<file path="config.mk">
export PLATFORM = sky130hd
export DESIGN_NAME = adc_fifo_reader_flat
export DESIGN_NICKNAME = d
export VERILOG_FILES = /design/src/rtl/adc_fifo_reader_if.sv /design/src/rtl/adc_fifo_reader.sv /design/src/flat_wrapper.sv
export SDC_FILE = /design/constraint.sdc
export NUM_CORES = 1
export LEC_CHECK = 0
export ABC_CLOCK_PERIOD_IN_PS = 8910
export CAP_MARGIN = 20
export CORE_ASPECT_RATIO = 0.9
export CORE_UTILIZATION = 54
export CTS_BUF_LIST = sky130_fd_sc_hd__clkbuf_8
export DETAILED_ROUTE_END_ITERATION = 7
export PLACE_DENSITY = 0.86
export SLEW_MARGIN = 10
export SYNTH_ARGS = -nofsm -noshare
export SYNTH_HDL_FRONTEND = slang
export SYNTH_SLANG_ARGS = --single-unit
</file>
<file path="constraint.sdc">
create_clock -name system_clock_i -period 8.91 [get_ports system_clock_i]
set_clock_uncertainty 0.1 [all_clocks]
set_input_delay 1.3365 -clock system_clock_i [delete_from_list [all_inputs] [get_ports system_clock_i]]
set_output_delay 1.3365 -clock system_clock_i [all_outputs]
set_load 0.05 [all_outputs]
</file>
<file path="src/rtl/adc_fifo_reader_if.sv">
// Four-channel FIFO read port plus the outgoing frame stream of adc_fifo_reader.
// The reader uses the master modport and its environment uses slave.
interface adc_fifo_reader_if;
  logic [3:0]  rdempty;
  logic [31:0] ch0_q;
  logic [31:0] ch1_q;
  logic [31:0] ch2_q;
  logic [31:0] ch3_q;
  logic        rdreq;
  logic [31:0] frame_data;
  logic [1:0]  frame_channel;
  logic        frame_valid;
  logic        frame_ready;
  logic        frame_sof;
  logic        frame_eof;

  modport master (
    input  rdempty, ch0_q, ch1_q, ch2_q, ch3_q, frame_ready,
    output rdreq, frame_data, frame_channel, frame_valid, frame_sof, frame_eof
  );

  modport slave (
    output rdempty, ch0_q, ch1_q, ch2_q, ch3_q, frame_ready,
    input  rdreq, frame_data, frame_channel, frame_valid, frame_sof, frame_eof
  );
endinterface

</file>
<file path="src/rtl/adc_fifo_reader.sv">
// Reads one sample from each of four channel FIFOs with a single shared rdreq and
// streams them out as a four-beat frame, watching the empty flags for desync.
module adc_fifo_reader #(
  parameter int READ_LATENCY = 1,
  parameter int DESYNC_LIMIT = 16
) (
  input  logic              system_clock_i,
  input  logic              reset_i,
  input  logic              enable_i,
  input  logic              clear_status_i,
  output logic              desync_o,
  output logic [15:0]       frame_count_o,
  adc_fifo_reader_if.master bus
);

  localparam int             CNT_W    = $clog2(DESYNC_LIMIT + 1);
  localparam logic [CNT_W-1:0] LIMIT    = CNT_W'(DESYNC_LIMIT);
  localparam logic [CNT_W-1:0] LIMIT_M1 = CNT_W'(DESYNC_LIMIT - 1);
  localparam logic [1:0]     LATENCY  = 2'(READ_LATENCY);

  typedef enum logic [1:0] {
    IDLE,
    WAIT,
    SEND
  } state_t;

  state_t                state_q, state_d;
  logic [1:0]            waitCnt_q, waitCnt_d;
  logic [1:0]            channel_q, channel_d;
  logic [3:0][31:0]      holdBuf_q, holdBuf_d;
  logic [CNT_W-1:0]      mismatchCnt_q, mismatchCnt_d;
  logic                  desync_q, desync_d;
  logic [15:0]           frameCount_q, frameCount_d;
  logic                  armed_q;

  logic                  emptyAll;
  logic                  emptyNone;
  logic                  emptyMismatch;
  logic                  setDesync;
  logic                  rdreq;
  logic                  frameValid;

  assign emptyAll      = &bus.rdempty;
  assign emptyNone     = ~|bus.rdempty;
  assign emptyMismatch = ~(emptyAll | emptyNone);

  // armed_q keeps rdreq low until one edge has passed since reset release.
  always_ff @(posedge system_clock_i or posedge reset_i) begin
    if (reset_i) begin
      state_q       <= IDLE;
      waitCnt_q     <= 2'd0;
      channel_q     <= 2'd0;
      holdBuf_q     <= '0;
      mismatchCnt_q <= '0;
      desync_q      <= 1'b0;
      frameCount_q  <= 16'd0;
      armed_q       <= 1'b0;
    end else begin
      state_q       <= state_d;
      waitCnt_q     <= waitCnt_d;
      channel_q     <= channel_d;
      holdBuf_q     <= holdBuf_d;
      mismatchCnt_q <= mismatchCnt_d;
      desync_q      <= desync_d;
      frameCount_q  <= frameCount_d;
      armed_q       <= 1'b1;
    end
  end

  always_comb begin
    state_d       = state_q;
    waitCnt_d     = waitCnt_q;
    channel_d     = channel_q;
    holdBuf_d     = holdBuf_q;
    mismatchCnt_d = mismatchCnt_q;
    frameCount_d  = frameCount_q;
    setDesync     = 1'b0;
    rdreq         = 1'b0;
    frameValid    = 1'b0;

    case (state_q)
      IDLE: begin
        // Empty flags only matter between frames; the counter saturates so a
        // persistent disagreement keeps re-asserting the sticky flag.
        if (emptyMismatch) begin
          if (mismatchCnt_q != LIMIT) begin
            mismatchCnt_d = mismatchCnt_q + CNT_W'(1);
          end
          if (mismatchCnt_q >= LIMIT_M1) begin
            setDesync = 1'b1;
          end
        end else begin
          mismatchCnt_d = '0;
        end

        if (armed_q && enable_i && emptyNone) begin
          rdreq     = 1'b1;
          waitCnt_d = 2'd1;
          state_d   = WAIT;
        end
      end

      WAIT: begin
        if (waitCnt_q == LATENCY) begin
          holdBuf_d = {bus.ch3_q, bus.ch2_q, bus.ch1_q, bus.ch0_q};
          channel_d = 2'd0;
          state_d   = SEND;
        end else begin
          waitCnt_d = waitCnt_q + 2'd1;
        end
      end

      SEND: begin
        frameValid = 1'b1;
        if (bus.frame_ready) begin
          if (channel_q == 2'd3) begin
            frameCount_d = frameCount_q + 16'd1;
            channel_d    = 2'd0;
            state_d      = IDLE;
          end else begin
            channel_d = channel_q + 2'd1;
          end
        end
      end

      default: begin
        state_d = IDLE;
      end
    endcase
  end

  // A same-cycle set beats clear_status.
  assign desync_d = setDesync | (desync_q & ~clear_status_i);

  assign bus.rdreq         = rdreq;
  assign bus.frame_valid   = frameValid;
  assign bus.frame_channel = channel_q;
  assign bus.frame_data    = frameValid ? holdBuf_q[channel_q] : 32'd0;
  assign bus.frame_sof     = frameValid & (channel_q == 2'd0);
  assign bus.frame_eof     = frameValid & (channel_q == 2'd3);

  assign desync_o      = desync_q;
  assign frame_count_o = frameCount_q;

endmodule
</file>
<file path="src/flat_wrapper.sv">
// flat-port wrapper written by rule: the top's interface ports become plain ports
module adc_fifo_reader_flat 
#(
  parameter int READ_LATENCY = 1,
  parameter int DESYNC_LIMIT = 16
)
  (system_clock_i, reset_i, enable_i, clear_status_i, desync_o, frame_count_o, bus_rdempty, bus_ch0_q, bus_ch1_q, bus_ch2_q, bus_ch3_q, bus_frame_ready, bus_rdreq, bus_frame_data, bus_frame_channel, bus_frame_valid, bus_frame_sof, bus_frame_eof);
  adc_fifo_reader_if bus_i ();
  input  logic system_clock_i;
  input  logic reset_i;
  input  logic enable_i;
  input  logic clear_status_i;
  output logic desync_o;
  output logic [15:0] frame_count_o;
  input wire logic [$bits(bus_i.rdempty)-1:0] bus_rdempty;
  input wire logic [$bits(bus_i.ch0_q)-1:0] bus_ch0_q;
  input wire logic [$bits(bus_i.ch1_q)-1:0] bus_ch1_q;
  input wire logic [$bits(bus_i.ch2_q)-1:0] bus_ch2_q;
  input wire logic [$bits(bus_i.ch3_q)-1:0] bus_ch3_q;
  input wire logic [$bits(bus_i.frame_ready)-1:0] bus_frame_ready;
  output wire logic [$bits(bus_i.rdreq)-1:0] bus_rdreq;
  output wire logic [$bits(bus_i.frame_data)-1:0] bus_frame_data;
  output wire logic [$bits(bus_i.frame_channel)-1:0] bus_frame_channel;
  output wire logic [$bits(bus_i.frame_valid)-1:0] bus_frame_valid;
  output wire logic [$bits(bus_i.frame_sof)-1:0] bus_frame_sof;
  output wire logic [$bits(bus_i.frame_eof)-1:0] bus_frame_eof;
  assign bus_i.rdempty = bus_rdempty;
  assign bus_i.ch0_q = bus_ch0_q;
  assign bus_i.ch1_q = bus_ch1_q;
  assign bus_i.ch2_q = bus_ch2_q;
  assign bus_i.ch3_q = bus_ch3_q;
  assign bus_i.frame_ready = bus_frame_ready;
  assign bus_rdreq = bus_i.rdreq;
  assign bus_frame_data = bus_i.frame_data;
  assign bus_frame_channel = bus_i.frame_channel;
  assign bus_frame_valid = bus_i.frame_valid;
  assign bus_frame_sof = bus_i.frame_sof;
  assign bus_frame_eof = bus_i.frame_eof;
  adc_fifo_reader #(.READ_LATENCY(READ_LATENCY), .DESYNC_LIMIT(DESYNC_LIMIT)) u_core (.system_clock_i(system_clock_i), .reset_i(reset_i), .enable_i(enable_i), .clear_status_i(clear_status_i), .desync_o(desync_o), .frame_count_o(frame_count_o), .bus(bus_i));
endmodule
</file>
Word-level counts from Yosys, hierarchy flattened
Index checks and enable logic that the tools add are counted.

Add/sub/neg operators: 4. Order comparisons: 2. Equal/unequal tests: 10. Multiplexer cells: 22. Bitwise logic cells: 6. Reductions and logical operators: 16.

Operator list (number): $bmux 32 s2 (1); $mux 32 (2); $add 16x1->16 const B (1); $mux 2 (8); $mux 5 (2); $reduce_and 3->1 (3); $pmux 2 s2 (2); $reduce_and 4->1 (2); $mux 1 (6); $ne 2x1->1 const B (3); $pmux 2 s3 (1); $reduce_bool 2->1 (3); $add 5x1->5 const B (1); $ge 5x4->1 const B (1); $ne 5x5->1 const B (1); $add 2x1->2 const B (2); $eq 2x1->1 const B (2); $eq 2x2->1 const B (2); $logic_not 2->1 (2); $ne 2x2->1 const B (2); $reduce_and 2->1 (2); $reduce_or 4->1 (1); $and 1x1->1 (3); $lt 2x3->1 const B (1); 4 further kinds (6).

Bits in registers: 157. Output and inout port bits: 55. Logic and storage cells: 71.

Longest topological paths before layout
Depth after elaboration: 6. Depth in mapped cells: 7.

Worst setup path before layout
Ideal clock, no wire load.

Path type: input to output. From: in bus_rdempty[1]. To: out bus_rdreq. Arrival time: 2.430 ns. Data required time: 7.474 ns. Setup slack: 5.043 ns. Stages on the path: 3. Path buffers: 0. Cells stage by stage: nor4_1 nand3_1 nor2_1.

Longest elaborated chain between the ends: 5.

RTL lines: start, declared (line flat_wrapper.sv:15) `input wire logic [$bits(bus_i.rdempty)-1:0] bus_rdempty;`; $reduce_or 4->1 (line adc_fifo_reader.sv:44) `assign emptyNone = ~|bus.rdempty;`; $logic_not 1->1 (line adc_fifo_reader.sv:44); $logic_and 1x1->1 (line adc_fifo_reader.sv:96) `if (armed_q && enable_i && emptyNone) begin`; $mux 1 (line adc_fifo_reader.sv:96); $mux 1 (line adc_fifo_reader.sv:81) `case (state_q)`; end, declared (line flat_wrapper.sv:21) `output wire logic [$bits(bus_i.rdreq)-1:0] bus_rdreq;`.

No other way between the ends.

Worst setup path after layout
Ends and elaborated chain as after synthesis.

==> results.yml <==
synthesis:
  synth_cell_types: 40
  synth_seq_area_share_pct: 54.58
  synth_top_area_share_pct: 54.58
  synthAdderAreaFrac_pct: 1.217
  synth_edf_count: 0
  synth_seq_cells: 157
  synth_area_leader_cell: "dfrtp_1"
  ys_warn_count: 0
  synth_compound_area_share_pct: 1.512
  synthTopCellsByArea: "dfrtp_1 55%, mux2_2 20%, mux4_2 10%"
  yosys.area_share.simple_pct: 7.370
  netlist_instances: 490
  synth-xor-area-share_pct: 1.825
  yosysMostFrequentCell: "dfrtp_1"
  synth_top_family_by_area: "multiplexers"
  netlist_area_mm2: 0.007198
  synth.avg_cell_area_um2: 14.69
  synth_fp_nets: 634
  synthArstFlopShare_pct: 100.0
  synthMuxAreaShare_pct: 30.64
  synthFlopType: "dfrtp_1"
  synth_common_cells: "157 x dfrtp_1, 131 x mux2_2, 37 x and2_1"
worst_setup_path:
  slowest_delay_ns: 0.81
  critical_path_cell_count: 5
  worstSetupEndpointType: "output port"
  critical_path_buf_inv_count: 2
  cp-startpoint: "bus_rdempty[1]"
  crit_end: "bus_rdreq"
  worstPathArrival_ns: 3.23
  crit_family: "buffers and inverters"
  timing.rr.end: "u_core.holdBuf_q[119]"
  setup.worst_path.start_class: "input port"
  rrSetupSlack_ns: 5.94
  path_max_fanout: 3
  required_ns: 7.47
  critical_path_class: "input port to output port"
  crit_top_cell: "clkdlybuf4s50_1"
  cp_cell_sequence: "clkdlybuf4s50_1 > nor4_1 > nand3_1 > nor2_1 > clkdlybuf4s50_1"
  crit_slowest_cell: "clkdlybuf4s50_1"
  r2r.worst_path.cells: 5
  r2r-start: "u_core.waitCnt_q[0]"
floorplanning:
  die-area_mm2: 0.01380
  die_h_um: 111.5
  start_util_pct: 56.09
  fp-row-count: 39
  die_w_um: 123.7
  core-area_mm2: 0.01283
  io_pins: 192
worst_hold_path:
  hold_path_class: "flip-flop to flip-flop"
power:
  power.leakage_uw: 0.004007
  power_uw: 2915
  peakVddDrop_v: 0.0001798
  powerDensity_mw_per_mm2: 303.6
finish:
  area_growth_pct: 33.41
  final_core_util_pct: 74.83
  antenna_cells: 0
  final_net_count: 819
  fin_area_mm2: 0.009603
  fillers: 799
  drive_gt1_share_pct: 29.80
placed_design:
  io_buffers: 191
  dpl_cell_area_mm2: 0.009189
  gp_congestion: 0.8050
  dpl.hpwl_um: 11080
grt:
  grt_pass1_wl_um: 25720
  first_global_vias: 5098
  grt-ovfl-total: 0
  antenna_found_initial: 0
  grt_max_degree: 90
  grt_usage_pct: 24.77
timing:
  finalHoldWorstSlack_ns: 0.3923
  slew_viol_final: 0
  rsz0062_at_grt: "false"
  fmax_mhz: 214.3
  period_share_pct: 52.38
  slew_headroom_pct: 35.64
  period_needed_ns: 4.667
  hold_viol_final: 0
  worst_slew_pin_slew_ns: 0.9654
  fin_tns_setup_ns: 0
  setup_violations: 0
clock_tree:
  clk_pin_slew_ns: 0.08
  cts-resized-gates: 0
  post-cts-setup-buffers: 0
  postCtsHoldBufs: 0
  htree_levels: 4
  numCtsBuffers: 17
  clock-sinks: 157
  cts_tree: "built"
  cts.path.max_buffers: 2
  cts-root-buf: "clkbuf_8"
  clk_latency_ns: 0.44
route:
  drtAntennaViolNets: 0
  vias_per_cell: 5.513
  firstDrtPassIters: 4
  routedWlPerCell_um: 18.72
  drtIter0Drc: 314
  route.vias.total: 4697
  remaining_drc_errors: 0
  routed_wl_um: 15950
run_status:
  outcome: "finished, final reports clean"
run:
  maxCapViolations: 0
-- where the power goes --
part           internal, µW  switching [µW]  total (µW)
combinational           649             485        1130
sequential             1030             228        1260
clock                   260             258         518
total                  1940             971        2920
-- per-stage QoR --
| stage | cells | setup WS [ns] |
|---|---|---|
| after global routing | 852 | 4.104 |
| after CTS | 851 | 4.229 |
| after floorplan | 490 | 3.239 |
| final | 852 | 4.243 |
| after detailed placement | 819 | 4.238 |
| after global placement | 819 | 4.329 |
-- cells in the final DEF (no fill, tap or decap), drive strengths merged, types with 6 or more instances in the layout --
| master | instances |
|---|---|
| xnor2 | 8 |
| xor2 | 7 |
| clkinv | 7 |
| nand2 | 12 |
| nor3 | 8 |
| clkdlybuf4s50 | 191 |
| clkbuf | 19 |
| nor2 | 10 |
| inv | 12 |
| dfrtp | 157 |
| ha | 7 |
| mux4 | 32 |
| and2 | 37 |
| nand4 | 6 |
| nand3 | 6 |
| mux2 | 131 |
-- sequential cells by signal, indices dropped and copies added (netlist names) --
register / flops
u_core.frame_count_o: 16
u_core.mismatchCnt_q: 5
u_core.desync_o: 1
u_core.armed_q: 1
u_core.state_q: 2
u_core.waitCnt_q: 2
u_core.bus.frame_channel: 2
u_core.holdBuf_q: 128
-- routing by layer --
metal	global-route usage (%)	share of wire (%)	routed length (µm)	vias to the layer above
met3	8.453	8.1	1287	16
met2	40.67	51	8062	162
met4	7.229	1.0	166	0
met1	30.90	40	6429	2386
li1	-	-	-	2133
met5	0	0	0	-
-- cells by family (layout without fill, tap and decap cells) --
kind of cell,Yosys count,in the layout
other cells,1,1
buf+inv,40,238
simple gates,91,91
flops,157,157
compound gates,15,15
xor+xnor,15,15
mux,164,164
fa+ha+maj,7,7
-- worst min path at each step --
stage | startpoint | slack (ns) | end | depth (start not counted)
3_5_place_dp | u_core.frame_count_o[15] | 0.38 | u_core.frame_count_o[15] | 1
4_1_cts | u_core.frame_count_o[15] | 0.39 | u_core.frame_count_o[15] | 1
5_1_grt | u_core.holdBuf_q[110] | 0.41 | u_core.holdBuf_q[110] | 1
6_report | u_core.frame_count_o[15] | 0.39 | u_core.frame_count_o[15] | 1
2_1_floorplan | u_core.holdBuf_q[64] | 0.37 | u_core.holdBuf_q[64] | 1
3_3_place_gp | u_core.frame_count_o[8] | 0.38 | u_core.frame_count_o[8] | 1
-- area by class of cell --
type / instances / area [µm²] / share of cell area, %
clock buffer: 19 / 261.5 / 2.723
clock inverter: 13 / 125.1 / 1.303
inverter: 10 / 42.54 / 0.4430
multi-input combinational: 293 / 3068 / 31.95
sequential: 157 / 3931 / 40.94
tap: 164 / 205.2 / 2.137
timing repair buffer: 196 / 1969 / 20.51
No activity file was read; power rests on OpenSTA's default activity.
